### src/rtl/sprite_table.sv
// Double-buffered sprite descriptor table: the Avalon slave writes shadow slots,
// and an armed commit copies them into the active table at vblank start.
module sprite_table #(
  parameter int unsigned NUM_SPRITES = 20
) (
  input  logic                      clk,
  input  logic                      reset,
  input  logic                      chipselect,
  input  logic                      write,
  input  logic                      read,
  input  logic [4:0]                address,
  input  logic [31:0]               writedata,
  output logic [31:0]               readdata,
  input  logic [9:0]                VGA_HCOUNT,
  input  logic [9:0]                VGA_VCOUNT,
  output logic [NUM_SPRITES*32-1:0] sprites,
  output logic                      commit_done
);

  localparam int unsigned WORD_W  = 32;
  localparam int unsigned FRAME_W = 8;
  localparam logic [9:0]  VBLANK_LINE = 10'd480;
  localparam logic [4:0]  CTRL_ADDR   = 5'd30;
  localparam logic [4:0]  STAT_ADDR   = 5'd31;

  logic [WORD_W-1:0]  shadow [NUM_SPRITES];
  logic [WORD_W-1:0]  active [NUM_SPRITES];
  logic               pending;
  logic [FRAME_W-1:0] frame_count;
  logic [9:0]         prev_vcount;

  logic              wr_en_c;
  logic              rd_en_c;
  logic              vblank_start_c;
  logic              commit_c;
  logic              arm_c;
  logic [WORD_W-1:0] rd_word_c;
  logic              unused_hcount;

  // Horizontal position is not needed to locate the frame boundary.
  assign unused_hcount = ^VGA_HCOUNT;

  // Bus qualification and frame-boundary detection.
  always_comb begin
    wr_en_c        = chipselect && write;
    rd_en_c        = chipselect && read;
    vblank_start_c = (VGA_VCOUNT == VBLANK_LINE) && (prev_vcount != VBLANK_LINE);
    commit_c       = vblank_start_c && pending;
    arm_c          = wr_en_c && (address == CTRL_ADDR) && writedata[0];
  end

  // Read mux; the control word and unmapped addresses read as zero.
  always_comb begin
    rd_word_c = '0;
    if (address == STAT_ADDR) begin
      rd_word_c = {16'b0, frame_count, 7'b0, pending};
    end else begin
      for (int i = 0; i < int'(NUM_SPRITES); i++) begin
        if (address == 5'(i)) rd_word_c = shadow[i];
      end
    end
  end

  // Shadow and active tables; the commit samples shadow before any same-edge write.
  always_ff @(posedge clk or posedge reset) begin
    if (reset) begin
      for (int i = 0; i < int'(NUM_SPRITES); i++) begin
        shadow[i] <= '0;
        active[i] <= '0;
      end
    end else begin
      for (int i = 0; i < int'(NUM_SPRITES); i++) begin
        if (wr_en_c && (address == 5'(i)))
          shadow[i] <= (writedata[31:25] == 7'd0) ? '0 : writedata;
        if (commit_c)
          active[i] <= shadow[i];
      end
    end
  end

  // Commit arming, frame counting and bus read register.
  always_ff @(posedge clk or posedge reset) begin
    if (reset) begin
      pending     <= 1'b0;
      frame_count <= '0;
      prev_vcount <= '0;
      readdata    <= '0;
      commit_done <= 1'b0;
    end else begin
      prev_vcount <= VGA_VCOUNT;
      commit_done <= commit_c;
      if (arm_c)
        pending <= 1'b1;
      else if (commit_c)
        pending <= 1'b0;
      if (vblank_start_c)
        frame_count <= frame_count + FRAME_W'(1);
      if (rd_en_c)
        readdata <= rd_word_c;
    end
  end

  for (genvar k = 0; k < int'(NUM_SPRITES); k++) begin : g_pack
    assign sprites[32*k +: 32] = active[k];
  end

endmodule

### config.mk
export PLATFORM = sky130hd
export DESIGN_NAME = sprite_table
export DESIGN_NICKNAME = d
export VERILOG_FILES = /design/src/rtl/sprite_table.sv
export SDC_FILE = /design/constraint.sdc
export NUM_CORES = 2
export LEC_CHECK = 0
export BUFFER_PORTS_ARGS = -buffer_cell sky130_fd_sc_hd__buf_2
export CORE_MARGIN = 3
export CORE_UTILIZATION = 60
export DETAILED_ROUTE_END_ITERATION = 10
export PLACE_DENSITY = 0.82
export SETUP_SLACK_MARGIN = 0.1
export SYNTH_ARGS = -nofsm -noshare
export SYNTH_HDL_FRONTEND = slang
export SYNTH_SLANG_ARGS = --single-unit
### constraint.sdc
create_clock -name clk -period 145.2 [get_ports clk]
set_input_delay 29.04 -clock clk [delete_from_list [all_inputs] [get_ports clk]]
set_output_delay 29.04 -clock clk [all_outputs]
set_load 0.02 [all_outputs]
==> results.cfg <==
[cells_and_area]
area_growth_pct = 15.67
fillers = 6666
regArea_um2 = 33330
multi_input_comb_area_um2 = 19370
fin_util_pct = 70.68
nets = 6367
drive_gt1_share_pct = 19.56

[logic_synthesis]
syn_nets = 5844
postSynthCellCount = 5781
syn_avg_cell_area_um2 = 9.442
yosys_register_bits = 1332
synth-main-ff-cell = dfrtp_1
synth_cell_types = 89
synth_edf_count = 0
synth-seq-area-share_pct = 61.06
yosysWarnings = 0
synthArstFlopShare_pct = 100.0
syn_area_um2 = 54580

[power_and_ir_drop]
leakagePower_nw = 34.34
internal_power_mw = 0.6234
seq_power_share_pct = 50.2
p_clk_share_pct = 42.2
p_comb_share_pct = 7.7
vdd_drop_max_mv = 0.01198
total_power_mw = 0.8429
p_per_area_nw_per_um2 = 13.35
p_sw_mw = 0.2196
switching_share_pct = 26.05

[setup_path]
cp.arrival_ns = 34.22
crit_fanout = 233
path_class = input port to flip-flop
end_kind = flip-flop
reg2reg_depth = 9
critPathRequiredTime_ns = 145.89
reg2reg_slack_ns = 140.01
start_kind = input port
crit-reg2reg-launch = prev_vcount[6]
r2r_end = sprites[260]

[timing]
rsz0062_at_grt = no
max_slew_margin_pct = 2.065
final-setup-viol-count = 0
fmax_mhz = 29.82
worst_pin_slew_ns = 1.465
hold_violations = 0
report.final.slew_viol_count = 0
fin_tns_setup_ns = 0
post-route-period-util_pct = 23.09
worst_clock_skew_ns = 0.02504
fin_crit_ns = 33.53

[route]
post_drt_wl_per_cell_um = 28.44
drcViolationCount = 0
wl_mm = 215.7
antenna_left = 0
first_pass_iters = 9
vias = 48380
avgViaCountPerCell = 6.381
first_iter_violations = 7370

[global_routing]
grt_pass1_wl_mm = 311.2
grt_max_degree = 234
grt_overflow = 0
grt_use_total_pct = 45.34
antenna_found_initial = 10
grt_pass1_vias = 46344

[clocking]
cts_buffers = 136
post_cts_buffers = 0
postCtsHoldBufs = 0
cts.sinks = 1332
htree_levels = 4
clkLatencyLatePin_ns = 0.76
path_clk_slew_ns = 0.06
tritoncts = done
cts_resized = 0
root_buffer = clkbuf_16
clockBufferDepth = 3

[flow_run]
maxCapViolations = 0

[floorplanning]
die_y_um = 307.6
die_x_um = 307.6
core-area_um2 = 89330
dieArea_um2 = 94630
io_pins = 735
fp-row-count = 109
initial_core_util_pct = 61.11

[place]
place_congestion = 0.9789
post-dp-hpwl_mm = 147.7
io_buffers = 724

[worst_hold_path]
min_to = sprites[571]
hp-start = sprites[571]
hold_class = flip-flop to flip-flop
hold_depth = 2

[status]
status = finished clean
## cell type report
| class | instances | share of cell area (%) |
|---|---|---|
| Inverter | 17 | 0.1248 |
| Tap cell | 1165 | 2.309 |
| Timing Repair Buffer | 818 | 6.928 |
| Clock inverter | 27 | 0.5291 |
| Antenna cell | 10 | 0.03963 |
| Sequential cell | 1332 | 52.79 |
| Multi-Input combinational cell | 3999 | 30.68 |
| Clock buffer | 214 | 6.597 |
## state kept, by name (all words and copies together) (netlist names)
signal and cells:
pending 1, sprites 640, readdata 32, prev_vcount 10, commit_done 1, shadow 640
frame_count 8
## worst max-delay path, stage by stage
cell and delay [ns]:
buf_2 0.10, nor4_1 0.34, nand4b_1 0.16, a21oi_2 0.73
nand2_4 0.62, inv_8 0.93, buf_4 0.84, buf_12 0.84
nand2_1 0.27, nand2_1 0.12
## logic make-up after synthesis
group	after synthesis	share of synthesized area (%)
xor+xnor	8	0.1284
mux	164	3.418
simple gates	2795	20.40
buf+inv	450	3.649
fa+ha+maj	1	0.02292
flops	1332	61.06
compound gates	1031	11.32
## cells in the mapped netlist (17+ instances only)
library cell,n,area share (%)
nand2_1,2546,18
dfrtp_1,1332,61
o21ai_0,591,5.4
clkbuf_1,320,2.2
mux2_2,144,3.0
a21oi_1,83,0.76
a22oi_1,80,1.1
nor2_1,72,0.50
buf_2,71,0.65
o22ai_1,42,0.48
o21ai_1,36,0.33
a221oi_1,28,0.45
nor3_1,25,0.23
nand3_1,22,0.20
buf_6,20,0.41
a221o_1,19,0.35
buf_4,17,0.23
o211ai_1,17,0.23
o221ai_1,17,0.27
## worst max-delay path by stage
stage	startpoint	to	slack, ns	depth (start not counted)
2_1_floorplan	reset	commit_done	78.61	1
3_3_place_gp	VGA_VCOUNT[0]	sprites[260]	111.11	10
3_5_place_dp	VGA_VCOUNT[0]	sprites[260]	111.05	10
4_1_cts	VGA_VCOUNT[0]	sprites[260]	111.83	10
5_1_grt	VGA_VCOUNT[0]	sprites[301]	111.51	10
6_report	VGA_VCOUNT[0]	sprites[260]	111.67	10
## metrics by stage
stage | setup slack, ns | hold WS [ns] | area, µm² | instances
finish | 111.67 | 0.4666 | 63140 | 7582
global route | 111.51 | 0.4822 | 63120 | 7573
CTS | 111.83 | 0.4713 | 63120 | 7572
detailed placement | 111.05 | 0.4564 | 58620 | 7331
global placement | 111.11 | 0.4528 | 58620 | 7331
floorplan | 78.61 | 0.4474 | 54580 | 5781
## layout by cell type (no fill, tap or decap), types with 8 or more instances in the layout
cell type and n:
a211oi_1 15, a22oi_1 80, buf_4 94, nor2_1 72, clkinv_2 10, mux2i_1 12
nor2b_1 15, nor3_4 10, nand4_1 9, a21oi_1 83, o221ai_1 17, o22ai_1 42
nor3_2 8, o211ai_1 17, o21ai_1 36, a221oi_1 28, nor4_2 8, mux2_2 144
clkbuf_1 39, buf_2 721, a221o_1 19, clkbuf_8 32, a31oi_1 15, a22o_1 11
nand2_2 20, and2_1 11, a21o_1 8, clkbuf_16 143, o21ai_0 591, nand3_1 21
inv_1 12, nor3_1 22, nor4_1 13, dfrtp_1 1332, diode_2 10, a222oi_1 13
nand2_1 2527, o221a_2 13
## power groups by stage
| stage | registers [mW] | clock network [mW] | logic [mW] |
|---|---|---|---|
| after floorplan | 0.423 | 0 | 0.0376 |
| after global placement | 0.426 | 0 | 0.0595 |
| after detailed placement | 0.427 | 0 | 0.0623 |
| after CTS | 0.421 | 0.355 | 0.0631 |
| after global routing | 0.424 | 0.370 | 0.0702 |
| final | 0.423 | 0.355 | 0.0648 |
## metal layers
metal	vias to the layer above	global-route usage, %	part of all wire, %
met5	-	1.112	0.098
met2	3758	65.12	42
met1	23597	56.94	34
met3	910	16.44	14
li1	20103	-	-
met4	12	32.62	9.0
Note: power is estimated with default switching activity, not from simulation.
